### src/rtl/pcap_replay_multiq_sched.sv
// rtl/pcap_replay_multiq_sched.sv - N-queue round-robin replay read scheduler for the QDR read port
//
// Purpose:
//   Each replay queue walks its QDR word-address window [low, high] one burst at a time.
//   It repeats the window replay_count times; a count of 0 means it repeats forever.
//   A round-robin arbiter merges the queues' burst requests into one registered
//   valid/ready read-request port.
//
// Ports:
//   axi_aclk, axi_aresetn  clock, asynchronous active-low reset
//   sw_rst                 synchronous soft reset, same effect as axi_aresetn
//   cfg_enable[i]          queue i enable level; a 0->1 edge starts a replay
//   cfg_addr_low/high      queue i window at [i*QDR_ADDR_WIDTH +: QDR_ADDR_WIDTH], inclusive
//   cfg_replay_count       queue i iteration count at [i*REPLAY_COUNT_WIDTH +: ...], 0 = forever
//   q_ready[i]             queue i output FIFO can take one more burst
//   rd_req_*               burst read request toward the QDR read port
//   q_busy/q_done/q_cfg_err  per-queue status: running, finished, window had high < low
//   stat_req_count         (PCAP_REPLAY_SCHED_STATS_EN only) per-queue count of accepted requests
//
// Optional feature macro: PCAP_REPLAY_SCHED_STATS_EN
module pcap_replay_multiq_sched #(
    parameter int C_NUM_QUEUES       = 4,
    parameter int QDR_ADDR_WIDTH     = 19,
    parameter int REPLAY_COUNT_WIDTH = 32,
    parameter int C_ADDR_STEP        = 1,
    parameter int C_QID_WIDTH        = 2
) (
    input  logic                                         axi_aclk,
    input  logic                                         axi_aresetn,
    input  logic                                         sw_rst,
    input  logic [C_NUM_QUEUES-1:0]                      cfg_enable,
    input  logic [C_NUM_QUEUES*QDR_ADDR_WIDTH-1:0]       cfg_addr_low,
    input  logic [C_NUM_QUEUES*QDR_ADDR_WIDTH-1:0]       cfg_addr_high,
    input  logic [C_NUM_QUEUES*REPLAY_COUNT_WIDTH-1:0]   cfg_replay_count,
    input  logic [C_NUM_QUEUES-1:0]                      q_ready,
    output logic                                         rd_req_valid,
    input  logic                                         rd_req_ready,
    output logic [QDR_ADDR_WIDTH-1:0]                    rd_req_addr,
    output logic [C_QID_WIDTH-1:0]                       rd_req_qid,
    output logic [C_NUM_QUEUES-1:0]                      q_busy,
    output logic [C_NUM_QUEUES-1:0]                      q_done,
    output logic [C_NUM_QUEUES-1:0]                      q_cfg_err
`ifdef PCAP_REPLAY_SCHED_STATS_EN
    ,
    output logic [C_NUM_QUEUES*32-1:0]                   stat_req_count
`endif
);

    localparam int N  = C_NUM_QUEUES;
    localparam int AW = QDR_ADDR_WIDTH;
    localparam int RW = REPLAY_COUNT_WIDTH;
    localparam int QW = C_QID_WIDTH;

    typedef enum logic [1:0] {
        S_IDLE = 2'd0,
        S_RUN  = 2'd1,
        S_DONE = 2'd2
    } state_t;

    // Output request register and round-robin pointer
    logic          r_valid;
    logic [AW-1:0] r_addr;
    logic [QW-1:0] r_qid;
    logic [QW-1:0] r_rr;

    logic          w_accept;
    logic [N-1:0]  w_elig;
    logic [AW-1:0] w_addr_eff [N];

    logic          w_found;
    logic [QW-1:0] w_gnt_qid;
    logic [AW-1:0] w_gnt_addr;
    logic [QW-1:0] w_gnt_rr;

    assign w_accept     = r_valid & rd_req_ready;
    assign rd_req_valid = r_valid;
    assign rd_req_addr  = r_addr;
    assign rd_req_qid   = r_qid;

    for (genvar g = 0; g < N; g++) begin : g_q
        state_t        r_state;
        logic          r_en_d;
        logic          r_cfg_err;
        logic [AW-1:0] r_ptr;
        logic [AW-1:0] r_high;
        logic [RW-1:0] r_iter;
        logic [RW-1:0] r_count;

        logic [AW-1:0] w_low_cfg;
        logic [AW-1:0] w_high_cfg;
        logic [RW-1:0] w_count_cfg;
        logic [RW-1:0] w_iter_inc;
        logic [AW-1:0] w_next_ptr;
        logic          w_start;
        logic          w_acc;
        logic          w_held;
        logic          w_wrap;
        logic          w_fin;

        assign w_low_cfg   = cfg_addr_low[g*AW +: AW];
        assign w_high_cfg  = cfg_addr_high[g*AW +: AW];
        assign w_count_cfg = cfg_replay_count[g*RW +: RW];

        assign w_start = (r_state == S_IDLE) && cfg_enable[g] && !r_en_d;
        assign w_acc   = w_accept && (r_qid == QW'(g));
        // Own request still sitting in the output register after this cycle
        assign w_held  = r_valid && (r_qid == QW'(g)) && !w_accept;

        // One extra bit so a window ending at the top of the address space cannot overflow
        assign w_wrap     = ({1'b0, r_ptr} + (AW+1)'(C_ADDR_STEP)) > {1'b0, r_high};
        assign w_iter_inc = (&r_iter) ? r_iter : r_iter + RW'(1);
        assign w_fin      = w_wrap && (r_count != '0) &&
                            (({1'b0, r_iter} + (RW+1)'(1)) == {1'b0, r_count});
        // Window bounds are re-sampled at each wrap, so the new low applies immediately
        assign w_next_ptr = w_wrap ? w_low_cfg : r_ptr + AW'(C_ADDR_STEP);

        // A queue whose request is being accepted now may be granted again in the same
        // cycle using its post-accept pointer; this keeps one queue at full rate.
        assign w_elig[g]     = (r_state == S_RUN) && cfg_enable[g] && q_ready[g] &&
                               !w_held && !(w_acc && w_fin);
        assign w_addr_eff[g] = w_acc ? w_next_ptr : r_ptr;

        assign q_busy[g]    = (r_state == S_RUN);
        assign q_done[g]    = (r_state == S_DONE) && !r_cfg_err;
        assign q_cfg_err[g] = r_cfg_err;

        always_ff @(posedge axi_aclk or negedge axi_aresetn) begin
            if (!axi_aresetn) begin
                r_state   <= S_IDLE;
                r_en_d    <= 1'b0;
                r_cfg_err <= 1'b0;
                r_ptr     <= '0;
                r_high    <= '0;
                r_iter    <= '0;
                r_count   <= '0;
            end else if (sw_rst) begin
                r_state   <= S_IDLE;
                r_en_d    <= 1'b0;
                r_cfg_err <= 1'b0;
                r_ptr     <= '0;
                r_high    <= '0;
                r_iter    <= '0;
                r_count   <= '0;
            end else begin
                r_en_d <= cfg_enable[g];
                case (r_state)
                    S_IDLE: begin
                        if (w_start) begin
                            r_ptr   <= w_low_cfg;
                            r_high  <= w_high_cfg;
                            r_count <= w_count_cfg;
                            r_iter  <= '0;
                            if (w_high_cfg < w_low_cfg) begin
                                r_state   <= S_DONE;
                                r_cfg_err <= 1'b1;
                            end else begin
                                r_state <= S_RUN;
                            end
                        end
                    end
                    S_RUN: begin
                        if (w_acc) begin
                            r_ptr <= w_next_ptr;
                            if (w_wrap) begin
                                r_iter  <= w_iter_inc;
                                r_high  <= w_high_cfg;
                                r_count <= w_count_cfg;
                            end
                        end
                        // Disable waits for an outstanding request to finish its handshake
                        if (!cfg_enable[g] && !w_held) begin
                            r_state <= S_IDLE;
                        end else if (w_acc && w_fin) begin
                            r_state <= S_DONE;
                        end
                    end
                    S_DONE: begin
                        if (!cfg_enable[g]) begin
                            r_state   <= S_IDLE;
                            r_cfg_err <= 1'b0;
                        end
                    end
                    default: r_state <= S_IDLE;
                endcase
            end
        end

`ifdef PCAP_REPLAY_SCHED_STATS_EN
        logic [31:0] r_stat;

        always_ff @(posedge axi_aclk or negedge axi_aresetn) begin
            if (!axi_aresetn) begin
                r_stat <= '0;
            end else if (sw_rst || w_start) begin
                r_stat <= '0;
            end else if (w_acc) begin
                r_stat <= r_stat + 32'd1;
            end
        end

        assign stat_req_count[g*32 +: 32] = r_stat;
`endif
    end

    // First eligible queue at or after the round-robin pointer
    always_comb begin
        w_found    = 1'b0;
        w_gnt_qid  = '0;
        w_gnt_addr = '0;
        w_gnt_rr   = '0;
        for (int k = 0; k < N; k++) begin
            for (int i = 0; i < N; i++) begin
                if (!w_found && w_elig[i] && (((int'(r_rr) + k) % N) == i)) begin
                    w_found    = 1'b1;
                    w_gnt_qid  = QW'(i);
                    w_gnt_addr = w_addr_eff[i];
                    w_gnt_rr   = QW'((i + 1) % N);
                end
            end
        end
    end

    always_ff @(posedge axi_aclk or negedge axi_aresetn) begin
        if (!axi_aresetn) begin
            r_valid <= 1'b0;
            r_addr  <= '0;
            r_qid   <= '0;
            r_rr    <= '0;
        end else if (sw_rst) begin
            r_valid <= 1'b0;
            r_addr  <= '0;
            r_qid   <= '0;
            r_rr    <= '0;
        end else if (!r_valid || w_accept) begin
            r_valid <= w_found;
            if (w_found) begin
                r_addr <= w_gnt_addr;
                r_qid  <= w_gnt_qid;
                r_rr   <= w_gnt_rr;
            end
        end
    end

endmodule

### config.mk
export PLATFORM = sky130hd
export DESIGN_NAME = pcap_replay_multiq_sched
export DESIGN_NICKNAME = d
export VERILOG_FILES = /design/src/rtl/pcap_replay_multiq_sched.sv
export SDC_FILE = /design/constraint.sdc
export NUM_CORES = 2
export LEC_CHECK = 0
export BUFFER_PORTS_ARGS = -buffer_cell sky130_fd_sc_hd__buf_2
export CORE_MARGIN = 4
export CORE_UTILIZATION = 38
export CTS_BUF_LIST = sky130_fd_sc_hd__clkbuf_4
export CTS_CLUSTER_DIAMETER = 50
export DETAILED_ROUTE_END_ITERATION = 8
export PLACE_DENSITY = 0.55
export SYNTH_ARGS = -nofsm -noshare
export SYNTH_HDL_FRONTEND = slang
export SYNTH_SLANG_ARGS = --single-unit
### constraint.sdc
create_clock -name axi_aclk -period 6.24 [get_ports axi_aclk]
set_input_delay 0.624 -clock axi_aclk [delete_from_list [all_inputs] [get_ports axi_aclk]]
set_output_delay 0.624 -clock axi_aclk [all_outputs]
set_load 0.05 [all_outputs]
==> impl_metrics.json <==
{
  "status": "completed",
  "die_h_microns": 305.2,
  "synth-main-ff-cell": "dfrtp_1",
  "cp-startpoint": "g_q[3].r_ptr[0]",
  "cts_setup_buffers": 0,
  "num_vias": 34705,
  "grt_overflow_total": 0,
  "start_kind": "flop",
  "grt_max_degree": 135,
  "synth_edf_count": 0,
  "worstSetupPathDepth": 22,
  "finalPower_mw": 8.465,
  "crit_type": "flop to flop",
  "clk_latency_ps": 1070,
  "drt_iter0_drc": 2723,
  "cp.required_ps": 7150,
  "clk_pin_slew_ps": 70,
  "hold_viol": 0,
  "timing.rr.start": "g_q[3].r_ptr[0]",
  "critPathBufInv": 1,
  "rows": 108,
  "post-route-util": 0.4696,
  "antenna_found_initial": 5,
  "drive_gt1_frac": 0.1409,
  "setup.worst_path.end": "rd_req_addr[14]",
  "slowest_stage": "or4_1",
  "syn-num-nets": 4819,
  "grt_pass1_wl_mm": 198.9,
  "worst_setup_path_end_kind": "flop",
  "netlist_area_sq_um": 33550,
  "cp_max_fo": 7,
  "fin_nets": 5390,
  "maxSlewViolCount": 0,
  "routedWlPerCell_microns": 20.46,
  "r2r-end": "rd_req_addr[14]",
  "yosysUniqueCellTypes": 93,
  "die_area_sq_um": 93120,
  "grt_pass1_vias": 33696,
  "max_clock_freq_mhz": 170.2,
  "fin_hold_ws_ps": 131.7,
  "fp.dieW_microns": 305.2,
  "finalSetupTns_ps": 0,
  "reg2reg_depth": 22,
  "gp_congestion": 0.9736,
  "cpPeakStageDelay_ps": 560,
  "fin_crit_sh": 0.9418,
  "p_leak_nw": 17.88,
  "tightestPinTransition_ps": 1134,
  "syn_to_final_growth_pct": 21.97,
  "async_flop_share": 1.000,
  "tritoncts": "yes",
  "rrSetupSlack_ps": 360,
  "setup_viol": 0,
  "syn_avg_cell_area_sq_um": 7.677,
  "yosys_warnings": 0,
  "ys_ff_latch": 448,
  "worst_clock_skew_ps": 51.35,
  "clock-sinks": 448,
  "htree_levels": 4,
  "rsz0062_at_grt": "false",
  "arrival_ps": 6790,
  "seq_area_frac_synth": 0.3341,
  "crit_top_cell": "nand3_1",
  "vdd_drop_max_mv": 0.1616,
  "cp_cell_sequence": "ha_1 -> and3_1 -> nand3_1 -> nor3_2 -> nand3_1 -> nor2_1 -> xor2_1 -> ha_1 -> nand3_1 -> or4_1 -> mux2_2 -> a21oi_1 -> or2_2 -> nor4_1 -> nand4_2 -> a22oi_4 -> a2111oi_2 -> or4b_1 -> buf_4 -> nor3_2 -> or4_1 -> a221o_1",
  "maxSlewHeadroom": 0.2358,
  "maxCapViolCount": 0,
  "syn_inst": 4371,
  "start_util": 0.3850,
  "period_needed_ps": 5877,
  "core_sq_um": 87160,
  "drc": 0,
  "place_hpwl_mm": 91.47,
  "p_per_area_nw_per_um2": 206.8,
  "drt_wl_total_mm": 126.8,
  "crit_family": "simple AND/OR/NAND/NOR gates",
  "port_buffers": 325,
  "hp-class": "input pin to flop",
  "cts_buffers": 142,
  "via_per_inst": 5.601,
  "boundaryPins": 326,
  "cts-root-buf": "clkbuf_4",
  "first_pass_iters": 8,
  "ant_nets": 0,
  "clockBufferDepth": 3,
  "grtUsageTotal": 0.2668
}
-- logic make-up after synthesis --
logic type               count (synthesis)  synth area share
AND/OR/NAND/NOR                       1715            0.2432
adder cells (fa/ha/maj)                156           0.05817
XOR/XNOR                               233           0.06082
buffers and inverters                  486           0.05631
AO/OA/AOI/OAI                         1307            0.2392
flip-flops                             448            0.3341
multiplexers                            26          0.008166
-- cell usage after synthesis, types with 13 or more instances --
cell type / instances / area share
xor2_1: 75 / 0.020
o21a_1: 16 / 0.0036
o211ai_1: 34 / 0.0076
nand4_1: 100 / 0.019
and2_1: 35 / 0.0065
inv_1: 187 / 0.021
nor3b_1: 13 / 0.0029
ha_1: 156 / 0.058
nor3_1: 85 / 0.013
or3_1: 16 / 0.0030
xnor2_1: 158 / 0.041
a22o_1: 27 / 0.0070
nor2b_1: 29 / 0.0054
a21o_1: 46 / 0.010
nand3_1: 144 / 0.021
dfrtp_1: 448 / 0.33
a31oi_1: 53 / 0.0099
nand2_1: 731 / 0.082
clkbuf_1: 243 / 0.027
o21ai_0: 557 / 0.083
nand2b_1: 23 / 0.0043
a221oi_1: 25 / 0.0065
buf_2: 40 / 0.0060
or4_1: 20 / 0.0045
and4_1: 33 / 0.0086
o22ai_1: 38 / 0.0071
a211oi_1: 22 / 0.0049
o41ai_1: 19 / 0.0050
a22oi_1: 45 / 0.010
nor4_1: 63 / 0.012
and3_1: 59 / 0.011
mux2i_1: 15 / 0.0045
a21oi_1: 237 / 0.035
nor2_1: 305 / 0.034
o31ai_1: 74 / 0.017
-- through the flow --
stage / setup slack [ps] / instances / cell area (sq um)
6_report: 363.4 / 6196 / 40930
5_1_grt: 26.81 / 6192 / 40920
4_1_cts: 337.2 / 6186 / 40890
3_5_place_dp: 435.1 / 5671 / 36420
3_3_place_gp: 501.8 / 5671 / 36420
2_1_floorplan: 760.4 / 4371 / 33550
-- worst min path at each step --
| stage | cells past startpoint | startpoint | to | slack (ps) |
|---|---|---|---|---|
| 2_1_floorplan | 0 | axi_aresetn | g_q[0].r_cfg_err | 330 |
| 3_3_place_gp | 2 | g_q[2].r_high[11] | g_q[2].r_high[11] | 460 |
| 3_5_place_dp | 2 | g_q[2].r_high[9] | g_q[2].r_high[9] | 470 |
| 4_1_cts | 5 | cfg_addr_low[75] | g_q[3].r_ptr[18] | 3 |
| 5_1_grt | 4 | cfg_addr_low[18] | g_q[0].r_ptr[18] | 60 |
| 6_report | 5 | cfg_addr_low[75] | g_q[3].r_ptr[18] | 130 |
-- routing by layer --
layer,share of wire,wire length [microns],GRT usage,up-vias
met5,0,0,0.001011,-
met4,0.036,4545,0.1035,0
met3,0.060,7644,0.04659,233
met2,0.44,56100,0.4108,1153
met1,0.46,58480,0.3745,16383
li1,-,-,-,16936
-- sequential cells by signal, summed over array words and instances, names as in the netlist --
signal,count
rd_req_addr,19
g_q.r_high,76
r_rr,2
g_q.r_state,8
g_q.r_ptr,76
rd_req_qid,2
g_q.r_count,128
g_q.r_iter,128
g_q.r_cfg_err,4
rd_req_valid,1
g_q.r_en_d,4
-- report_power, final --
| part | switching [mW] | leakage [nW] | total, mW | internal, mW |
|---|---|---|---|---|
| clock network | 1.42 | 0.989 | 2.89 | 1.48 |
| registers | 0.288 | 5.98 | 3.41 | 3.12 |
| logic | 1.31 | 10.9 | 2.17 | 0.859 |
| total | 3.01 | 17.9 | 8.47 | 5.45 |
-- worst min-delay path, stage by stage --
cell and delay (ps):
buf_2 120, inv_1 120, nor2_1 60, a21oi_1 120, o31ai_1 80
-- placed cells by master, fill, tap and decap left out, drive strengths merged, types with 11 or more instances in the layout --
master,netlist,routed
nor3,87,87
o21ai,558,558
nor4,71,71
and4,33,33
nor2b,29,29
ha,156,156
a31oi,53,53
o31ai,74,74
o22ai,38,38
xnor2,158,158
nor3b,13,13
nand2,733,733
clkbuf,243,189
dfrtp,448,448
nand4,107,107
nand2b,23,23
o41ai,19,19
a21o,46,46
mux2i,15,15
clkinv,3,40
a211oi,24,24
or3,16,16
a22o,27,27
a21oi,237,237
o21a,16,16
and3,59,59
buf,53,441
a221oi,25,25
or4,21,21
a22oi,46,46
xor2,75,75
mux2,11,11
dlygate4sd3,0,282
or2,12,12
inv,187,192
nor2,306,306
nand3,144,144
o211ai,34,34
and2,37,37
-- area by class of cell --
type	instances	area (sq um)
fillers	8877	46230
multi-input cells	3437	20520
flip-flops and latches	448	11210
repair buffers	723	5368
well taps	1155	1445
clock buffers	189	1419
inverters	190	720.7
clock inverters	44	224.0
diodes	10	25.02
-- what timing repair did --
action                                  CTS  global route
hold buffers                            282             0
endpoints found under the setup margin    0            22
hold endpoints to repair                381             0
gates resized for setup                   0             4
Note: power is estimated with default switching activity, not from simulation.
